===== src/rtl/decoder8b_pulse_if.sv =====
// ---------------------------------------------------------------------------
// decoder8b_pulse_if
// Bus bundle for the pulse-stretching 3-to-8 decoder.
//   data_in  [2:0] : code offered by the upstream encoder
//   valid_in       : data_in is valid
//   ready          : decoder can take a code this cycle
//   data_out [7:0] : one-hot pulse output (0 when idle or in a gap)
//   busy           : decoder is pulsing or inserting a gap
// master = upstream/observer side, slave = decoder side.
// ---------------------------------------------------------------------------
interface decoder8b_pulse_if;
    logic [2:0] data_in;
    logic       valid_in;
    logic       ready;
    logic [7:0] data_out;
    logic       busy;

    modport master (
        output data_in,
        output valid_in,
        input  ready,
        input  data_out,
        input  busy
    );

    modport slave (
        input  data_in,
        input  valid_in,
        output ready,
        output data_out,
        output busy
    );
endinterface


===== src/rtl/decoder8b_pulse.sv =====
// ---------------------------------------------------------------------------
// decoder8b_pulse
// Registered 3-to-8 decoder with pulse stretching. Each accepted code drives
// its one-hot line for PULSE_LEN cycles, followed by GAP_LEN all-zero cycles.
// A single-entry buffer holds one pending code so back-to-back codes from the
// upstream encoder are not lost.
//   clk  : clock, rising edge
//   rst  : asynchronous, active-high reset
//   bus  : slave side of decoder8b_pulse_if
//          (data_in, valid_in, ready, data_out, busy)
// ---------------------------------------------------------------------------
module decoder8b_pulse #(
    parameter int PULSE_LEN = 4,   // 1..255
    parameter int GAP_LEN   = 1    // 0..255
) (
    input  logic             clk,
    input  logic             rst,
    decoder8b_pulse_if.slave bus
);

    localparam logic [7:0] PULSE_RLD = 8'(PULSE_LEN - 1);
    localparam logic [7:0] GAP_RLD   = (GAP_LEN > 0) ? 8'(GAP_LEN - 1) : 8'd0;

    typedef enum logic [1:0] {
        IDLE   = 2'd0,
        ACTIVE = 2'd1,
        GAP    = 2'd2
    } state_t;

    state_t     state, state_n;
    logic [7:0] cnt, cnt_n;
    logic [7:0] out_q, out_n;
    logic       buf_full, buf_full_n;
    logic [2:0] buf_code, buf_code_n;
    logic       busy_q;
    logic       xfer;
    logic       have_src;
    logic [2:0] src_code;

    function automatic logic [7:0] decode(input logic [2:0] code);
        return 8'b1 << code;
    endfunction

    assign bus.ready    = !rst && !buf_full;
    assign bus.data_out = out_q;
    assign bus.busy     = busy_q;

    assign xfer = bus.valid_in && bus.ready;

    // At an expiry edge the buffered code has priority; a same-edge transfer
    // can only happen when the buffer is empty because ready is low otherwise.
    assign have_src = buf_full || xfer;
    assign src_code = buf_full ? buf_code : bus.data_in;

    always_comb begin
        state_n    = state;
        cnt_n      = cnt;
        out_n      = out_q;
        buf_full_n = buf_full;
        buf_code_n = buf_code;

        case (state)
            IDLE: begin
                if (xfer) begin
                    state_n = ACTIVE;
                    out_n   = decode(bus.data_in);
                    cnt_n   = PULSE_RLD;
                end
            end

            ACTIVE: begin
                if (cnt != 8'd0) begin
                    cnt_n = cnt - 8'd1;
                    if (xfer) begin
                        buf_full_n = 1'b1;
                        buf_code_n = bus.data_in;
                    end
                end else if (GAP_LEN > 0) begin
                    state_n = GAP;
                    out_n   = 8'h00;
                    cnt_n   = GAP_RLD;
                    if (xfer) begin
                        buf_full_n = 1'b1;
                        buf_code_n = bus.data_in;
                    end
                end else if (have_src) begin
                    // zero-gap bypass: next pulse starts on the expiry edge
                    state_n    = ACTIVE;
                    out_n      = decode(src_code);
                    cnt_n      = PULSE_RLD;
                    buf_full_n = 1'b0;
                end else begin
                    state_n = IDLE;
                    out_n   = 8'h00;
                end
            end

            GAP: begin
                if (cnt != 8'd0) begin
                    cnt_n = cnt - 8'd1;
                    if (xfer) begin
                        buf_full_n = 1'b1;
                        buf_code_n = bus.data_in;
                    end
                end else if (have_src) begin
                    state_n    = ACTIVE;
                    out_n      = decode(src_code);
                    cnt_n      = PULSE_RLD;
                    buf_full_n = 1'b0;
                end else begin
                    state_n = IDLE;
                end
            end

            default: begin
                state_n = IDLE;
                out_n   = 8'h00;
                cnt_n   = 8'd0;
            end
        endcase
    end

    always_ff @(posedge clk or posedge rst) begin
        if (rst) begin
            state    <= IDLE;
            cnt      <= 8'd0;
            out_q    <= 8'h00;
            buf_full <= 1'b0;
            busy_q   <= 1'b0;
        end else begin
            state    <= state_n;
            cnt      <= cnt_n;
            out_q    <= out_n;
            buf_full <= buf_full_n;
            busy_q   <= (state_n != IDLE);
        end
    end

    // Pending code storage; only meaningful while buf_full is set.
    always_ff @(posedge clk) begin
        buf_code <= buf_code_n;
    end

endmodule


===== src/flat_wrapper.sv =====
// flat-port wrapper written by rule: the top's interface ports become plain ports
module decoder8b_pulse_flat 
#(
    parameter int PULSE_LEN = 4,            
    parameter int GAP_LEN   = 1             
)
  (clk, rst, bus_data_in, bus_valid_in, bus_ready, bus_data_out, bus_busy);
  decoder8b_pulse_if bus_i ();
  input  logic clk;
  input  logic rst;
  input wire logic [$bits(bus_i.data_in)-1:0] bus_data_in;
  input wire logic [$bits(bus_i.valid_in)-1:0] bus_valid_in;
  output wire logic [$bits(bus_i.ready)-1:0] bus_ready;
  output wire logic [$bits(bus_i.data_out)-1:0] bus_data_out;
  output wire logic [$bits(bus_i.busy)-1:0] bus_busy;
  assign bus_i.data_in = bus_data_in;
  assign bus_i.valid_in = bus_valid_in;
  assign bus_ready = bus_i.ready;
  assign bus_data_out = bus_i.data_out;
  assign bus_busy = bus_i.busy;
  decoder8b_pulse #(.PULSE_LEN(PULSE_LEN), .GAP_LEN(GAP_LEN)) u_core (.clk(clk), .rst(rst), .bus(bus_i));
endmodule

===== config.mk =====
export PLATFORM = sky130hd
export DESIGN_NAME = decoder8b_pulse_flat
export DESIGN_NICKNAME = d
export VERILOG_FILES = /design/src/rtl/decoder8b_pulse_if.sv /design/src/rtl/decoder8b_pulse.sv /design/src/flat_wrapper.sv
export SDC_FILE = /design/constraint.sdc
export NUM_CORES = 1
export LEC_CHECK = 0
export BUFFER_PORTS_ARGS = -buffer_cell sky130_fd_sc_hd__buf_2
export CAP_MARGIN = 20
export CELL_PAD_IN_SITES_DETAIL_PLACEMENT = 1
export CELL_PAD_IN_SITES_GLOBAL_PLACEMENT = 1
export CORE_MARGIN = 2
export CORE_UTILIZATION = 48
export DETAILED_ROUTE_END_ITERATION = 8
export PLACE_DENSITY_LB_ADDON = 0.08
export SYNTH_ARGS = -nofsm -noshare
export SYNTH_HDL_FRONTEND = slang
export SYNTH_SLANG_ARGS = --single-unit

===== constraint.sdc =====
create_clock -name clk -period 2.9 [get_ports clk]
set_clock_uncertainty 0.1 [all_clocks]
set_input_delay 0.29 -clock clk [delete_from_list [all_inputs] [get_ports clk]]
set_output_delay 0.29 -clock clk [all_outputs]
set_load 0.02 [all_outputs]

Yosys cells after proc, flatten, opt, wreduce, memory -nomap -nowiden. Cells that the tools add are included.

Bits of input ports: 6. Register bits after elaboration: 23.

Add/subtract/negate cells: 1. Reductions and logical operators: 13. Shifts and indexed selects: 2. Mux-type cells: 23. Equal/unequal tests: 8.

Operator list (number): 2-to-1 mux 8 bit (8); one-hot mux 8 bit (3 select lines) (2); left shift 1 x 3 -> 8 bit (first input constant) (2); 2-to-1 mux 3 bit (3); nonzero test 8 bit (1); subtractor 8 x 1 -> 8 bit (second input constant) (1); 2-to-1 mux 2 bit (3); inequality test 2 x 1 -> 1 bit (second input constant) (3); one-hot mux 2 bit (3 select lines) (1); one-hot mux 3 bit (2 select lines) (1); AND reduction 2 bit (3); 2-to-1 mux 1 bit (4); inequality test 2 bit (second input constant) (2); AND reduction 4 bit (1); nonzero test 2 bit (2); inequality test 3 x 1 -> 1 bit (second input constant) (1); equality test 2 x 1 -> 1 bit (second input constant) (1); equality test 2 bit (second input constant) (1); logical AND 1 bit (2); logical NOT 1 bit (2); logical NOT 2 bit (1); one-hot mux 1 bit (2 select lines) (1); logical OR 1 bit (1).

Depth between registers and ports, before layout.
Depth in word-level cells: 8. Depth in mapped cells: 7. Mapped depth without buffers: 6.

Least setup slack after synthesis. No wires, ideal clock.

Path type: register to register. From: reg u_core.cnt[0]. To: reg u_core.out_q[0] (netlist: u_core.bus.data_out[0]). Path buffers: 0. Clock period less this slack: 1.906 ns. Library setup time: 0.125 ns. Path slack: 0.994 ns. Arrival time: 1.681 ns. Cell stages (with the launch flop): 7. Cells stage by stage: dfrtp_1 inv_1 ha_1 nor3b_2 o211ai_1 a21oi_4 mux2_2.

Longest elaborated chain between the ends: 3.

RTL lines: start, declared (RTL line decoder8b_pulse.sv:31) `logic [7:0] cnt, cnt_n;`; start signal, assigned (RTL line decoder8b_pulse.sv:132) `cnt <= cnt_n;`; nonzero test 8 bit * (RTL line decoder8b_pulse.sv:72, decoder8b_pulse.sv:99); inequality test 2 bit (no line); AND reduction 4 bit (no line) *; end signal, assigned (RTL line decoder8b_pulse.sv:133) `out_q <= out_n;`; end, declared (RTL line decoder8b_pulse.sv:32) `logic [7:0] out_q, out_n;`.

Mark *: on every way between the ends. The rest lies on a longest branch, timed or not. A chain may end at the register's enable or synchronous reset.

Worst setup path in the final report.
From: reg u_core.state[0]. To: reg u_core.out_q[3] (netlist: u_core.bus.data_out[3]).

Longest elaborated chain between the ends: 3.

RTL lines: start, declared (RTL line decoder8b_pulse.sv:30) `state_t state, state_n;`; start signal, assigned (RTL line decoder8b_pulse.sv:131) `state <= state_n;`; equality test 2 bit (tied with other cells) (RTL line decoder8b_pulse.sv:62) `case (state)`; inequality test 2 x 1 -> 1 bit (no line) / inequality test 2 bit (equally long branches); AND reduction 4 bit (no line).

Several ways; a longest one is shown, not always the timed one.

==> flow_metrics.py <==
metrics = {
    "outcome": {
        "run_status": "complete, no violations",
    },
    "setup_path": {
        "timing.setup.critical_path_class": "reg2reg",
        "cp_num_cells": 6,
        "crit_path_cell_trace": "inv_1 > ha_1 > nor4b_1 > a21oi_1 > a21oi_4 > mux2_2",
        "timing.critical_path.to_type": "flip-flop",
        "crit_arrival_ns": 2.52,
        "cp_slowest_cell": "sky130_fd_sc_hd__dfrtp_1",
        "critPathLaunchType": "flip-flop",
        "timing.critical_path.required_ns": 3.03,
        "critical-path-top-delay-family": "compound AO/OA/AOI/OAI gates",
        "reg2reg_depth": 6,
        "crit_path_start": "u_core.state[0]$_DFF_PP0_",
        "critical_path.n_buffers_inverters": 1,
        "worst-r2r-setup-slack_ns": 0.50,
        "crit_path_max_incr_delay_ns": 0.43,
        "worst_path_fanout_max": 13,
        "reg2reg_from": "u_core.state[0]$_DFF_PP0_",
        "worst_r2r_endpoint": "u_core.bus.data_out[3]$_DFFE_PP0P_",
    },
    "clock_network": {
        "root_buffer": "sky130_fd_sc_hd__clkbuf_4",
        "clk_pin_slew_ns": 0.14,
        "postCtsHoldBufs": 0,
        "cts_sinks": 23,
        "postCtsSetupRepairBufs": 0,
        "clock_insertion_delay_worst_skew_ns": 0.32,
        "cts_bufs_inserted": 3,
        "clock_tree.htree_level_count": 1,
        "ctsResizeCount": 0,
        "tritoncts_clock_tree": "built",
        "cts_buffer_depth": 2,
    },
    "synth": {
        "synthArstFlopShare_pct": 87.0,
        "post_synthesis_xor_xnor_area_fraction_pct": 0,
        "yosys_warnings": 0,
        "synth_simple_gate_area_share_pct": 21.2,
        "combinational_family_with_the_most_area_after_synthesis": "simple AND/OR/NAND/NOR gates",
        "number_of_enable_type_register_cells_in_the_synthesized_netlist": 3,
        "postSynthAreaPerCell_um2": 10.2,
        "ys.flop_type": "sky130_fd_sc_hd__dfrtp_1",
        "sequential_area_share_after_synthesis_pct": 42.5,
        "synthesis.area_mm2": 0.00139,
        "yosysTopAreaCellShare_pct": 36.0,
        "largest_area_contributor_in_the_synthesized_netlist": "sky130_fd_sc_hd__dfrtp_1",
        "cell_types_with_the_largest_area_share_after_synthesis": "sky130_fd_sc_hd__dfrtp_1 (36%), sky130_fd_sc_hd__edfxtp_1 (6.5%), sky130_fd_sc_hd__mux2_2 (6.5%), sky130_fd_sc_hd__ha_1 (5.4%), sky130_fd_sc_hd__nor2_1 (3.5%)",
        "synth_compound_gate_area_share_pct": 19.5,
        "number_of_distinct_library_cells_after_synthesis": 42,
        "synth_adder_area_share_pct": 5.41,
        "mappedNetlistNets": 148,
        "yosys_register_bits": 23,
        "post_synth_mux_area_share_pct": 7.21,
        "synth_cells": 136,
    },
    "final_layout": {
        "nets": 165,
        "fill_cells": 323,
        "number_of_antenna_cells_inserted": 0,
        "syn2layout_area_growth_pct": 9.28,
        "drive_gt1_share_pct": 21.1,
    },
    "sta": {
        "tightest_slew_ns": 0.791,
        "slew_headroom_pct": 47.2,
        "fmax_mhz": 417,
        "hold_violations": 0,
        "unrepaired_setup_endpoints_after_global_routing": "false",
        "final_period_minus_worst_setup_slack_ns": 2.40,
        "setup_total_negative_slack_ns": 0,
        "whs_ns": 0.0184,
        "timing.final.max_slew_violations": 0,
        "setup_viol_count_final": 0,
        "final.period_utilization_pct": 82.6,
    },
    "floorplan": {
        "initial_core_util_pct": 50.4,
        "ios": 16,
        "row_count": 19,
        "core_area_mm2": 0.00276,
        "die_width_um": 57.8,
        "fp.dieH_um": 57.8,
        "fp.dieArea_mm2": 0.00334,
    },
    "hold_path": {
        "hold_path.class": "in2async",
    },
    "drt": {
        "routed_via_density": 6.41,
        "total_routed_wirelength_um": 3420,
        "vias": 1173,
        "detailedRoute.firstIterationViolations": 45,
        "detailedRoute.firstPassIterationCount": 4,
        "wl_per_cell_um": 18.7,
        "post-route-drc-count": 0,
        "drt.antenna.violating_nets": 0,
    },
    "global_route": {
        "grt_antenna_before_repair": 0,
        "grt_remaining_overflow": 0,
        "grt_pass1_vias": 1246,
        "grt_pass1_wl_um": 5780,
        "grt_util_all_layers_pct": 23.0,
        "grt_start_max_net_pins": 21,
    },
    "job": {
        "maxCapViolations": 0,
    },
    "placed_design": {
        "dp_hpwl_um": 2520,
        "finalWeightedCongestion": 0.800,
        "place.port_buffers": 15,
    },
    "power": {
        "p_leak_nw": 0.715,
        "largest_voltage_drop_on_the_vdd_net_mv": 0.753,
        "pwr_density_cell_mw_per_mm2": 1120,
        "design_power_total_mw": 1.69,
    },
}
## cells in the final DEF (no fill, tap or decap), types with 2 or more instances in the layout
cell	instances
sky130_fd_sc_hd__o2bb2ai_1	2
sky130_fd_sc_hd__and4b_1	2
sky130_fd_sc_hd__o21ai_0	5
sky130_fd_sc_hd__and4_1	2
sky130_fd_sc_hd__nor4_1	2
sky130_fd_sc_hd__clkbuf_4	3
sky130_fd_sc_hd__a22o_1	5
sky130_fd_sc_hd__nor2b_1	7
sky130_fd_sc_hd__a211o_1	2
sky130_fd_sc_hd__nor3b_1	3
sky130_fd_sc_hd__a21oi_1	8
sky130_fd_sc_hd__o211ai_1	2
sky130_fd_sc_hd__a31oi_1	5
sky130_fd_sc_hd__nor4b_1	2
sky130_fd_sc_hd__nand3b_1	2
sky130_fd_sc_hd__inv_1	12
sky130_fd_sc_hd__nand2_1	2
sky130_fd_sc_hd__edfxtp_1	3
sky130_fd_sc_hd__buf_2	15
sky130_fd_sc_hd__o221ai_1	3
sky130_fd_sc_hd__mux2_2	8
sky130_fd_sc_hd__dfrtp_1	20
sky130_fd_sc_hd__nor2_1	13
sky130_fd_sc_hd__ha_1	6
## cells in the mapped netlist (2+ instances only)
cell type	count
sky130_fd_sc_hd__nor2_1	13
sky130_fd_sc_hd__mux2_2	8
sky130_fd_sc_hd__o221ai_1	3
sky130_fd_sc_hd__nor4_1	2
sky130_fd_sc_hd__nand2_1	2
sky130_fd_sc_hd__edfxtp_1	3
sky130_fd_sc_hd__ha_1	6
sky130_fd_sc_hd__nor4b_1	2
sky130_fd_sc_hd__a22o_1	5
sky130_fd_sc_hd__o2bb2ai_1	2
sky130_fd_sc_hd__and4b_1	2
sky130_fd_sc_hd__o211ai_1	2
sky130_fd_sc_hd__and4_1	2
sky130_fd_sc_hd__a21oi_1	8
sky130_fd_sc_hd__nand3b_1	2
sky130_fd_sc_hd__o21ai_0	5
sky130_fd_sc_hd__inv_1	12
sky130_fd_sc_hd__nor2b_1	7
sky130_fd_sc_hd__dfrtp_1	20
sky130_fd_sc_hd__a211o_1	2
sky130_fd_sc_hd__nor3b_1	3
sky130_fd_sc_hd__a31oi_1	5
## area by class of cell
cell class	instances	area, um^2	area share (%)
clock inverter	1	5.00	0.330
sequential	23	591	38.9
clock buffer	3	22.5	1.48
inverter	12	45.0	2.97
multi-input combinational	98	741	48.8
timing repair buffer	15	75.1	4.95
tap	31	38.8	2.56
## layer usage
| layer | GRT usage (%) | vias to the layer above | part of all wire (%) |
|---|---|---|---|
| met5 | 0 | - | 0 |
| met4 | 11.6 | 0 | 2.3 |
| met3 | 4.46 | 9 | 4.4 |
| met2 | 41.2 | 30 | 52 |
| met1 | 25.9 | 591 | 41 |
| li1 | - | 543 | - |
## per-stage QoR
step | cell area, um^2 | setup WS, ns | std cells | util [%]
3_3_place_gp | 1490 | 0.759 | 179 | 54.0
2_1_floorplan | 1390 | 0.994 | 136 | -
4_1_cts | 1520 | 0.515 | 183 | 55.0
3_5_place_dp | 1490 | 0.655 | 179 | 54.0
6_report | 1520 | 0.503 | 183 | 55.0
5_1_grt | 1520 | 0.414 | 183 | 55.0
## flip-flops by register name (all words and copies together), names as in the netlist
register / count
u_core.buf_code: 3
u_core.buf_full: 1
u_core.bus.busy: 1
u_core.bus.data_out: 8
u_core.cnt: 8
u_core.state: 2
## power breakdown
group          total, mW  leakage (nW)  switching [mW]  internal, mW
Combinational      0.963         0.406           0.561         0.402
Sequential         0.573         0.291           0.139         0.434
Clock              0.158        0.0177           0.106        0.0517
## worst max-delay path by stage
stage	to	slack [ns]
finish	u_core.bus.data_out[3]$_DFFE_PP0P_	0.50
global route	u_core.bus.data_out[5]$_DFFE_PP0P_	0.41
CTS	u_core.bus.data_out[3]$_DFFE_PP0P_	0.51
detailed placement	u_core.bus.data_out[3]$_DFFE_PP0P_	0.65
global placement	u_core.bus.data_out[5]$_DFFE_PP0P_	0.76
floorplan	u_core.bus.data_out[0]$_DFFE_PP0P_	0.99
## kinds of logic (layout without fill, tap and decap cells)
logic type | Yosys count | in the layout
fa+ha+maj | 6 | 6
compound gates | 38 | 38
mux | 9 | 9
buf+inv | 15 | 31
flops | 23 | 23
simple gates | 45 | 45
Note: power is estimated with default switching activity, not from simulation.
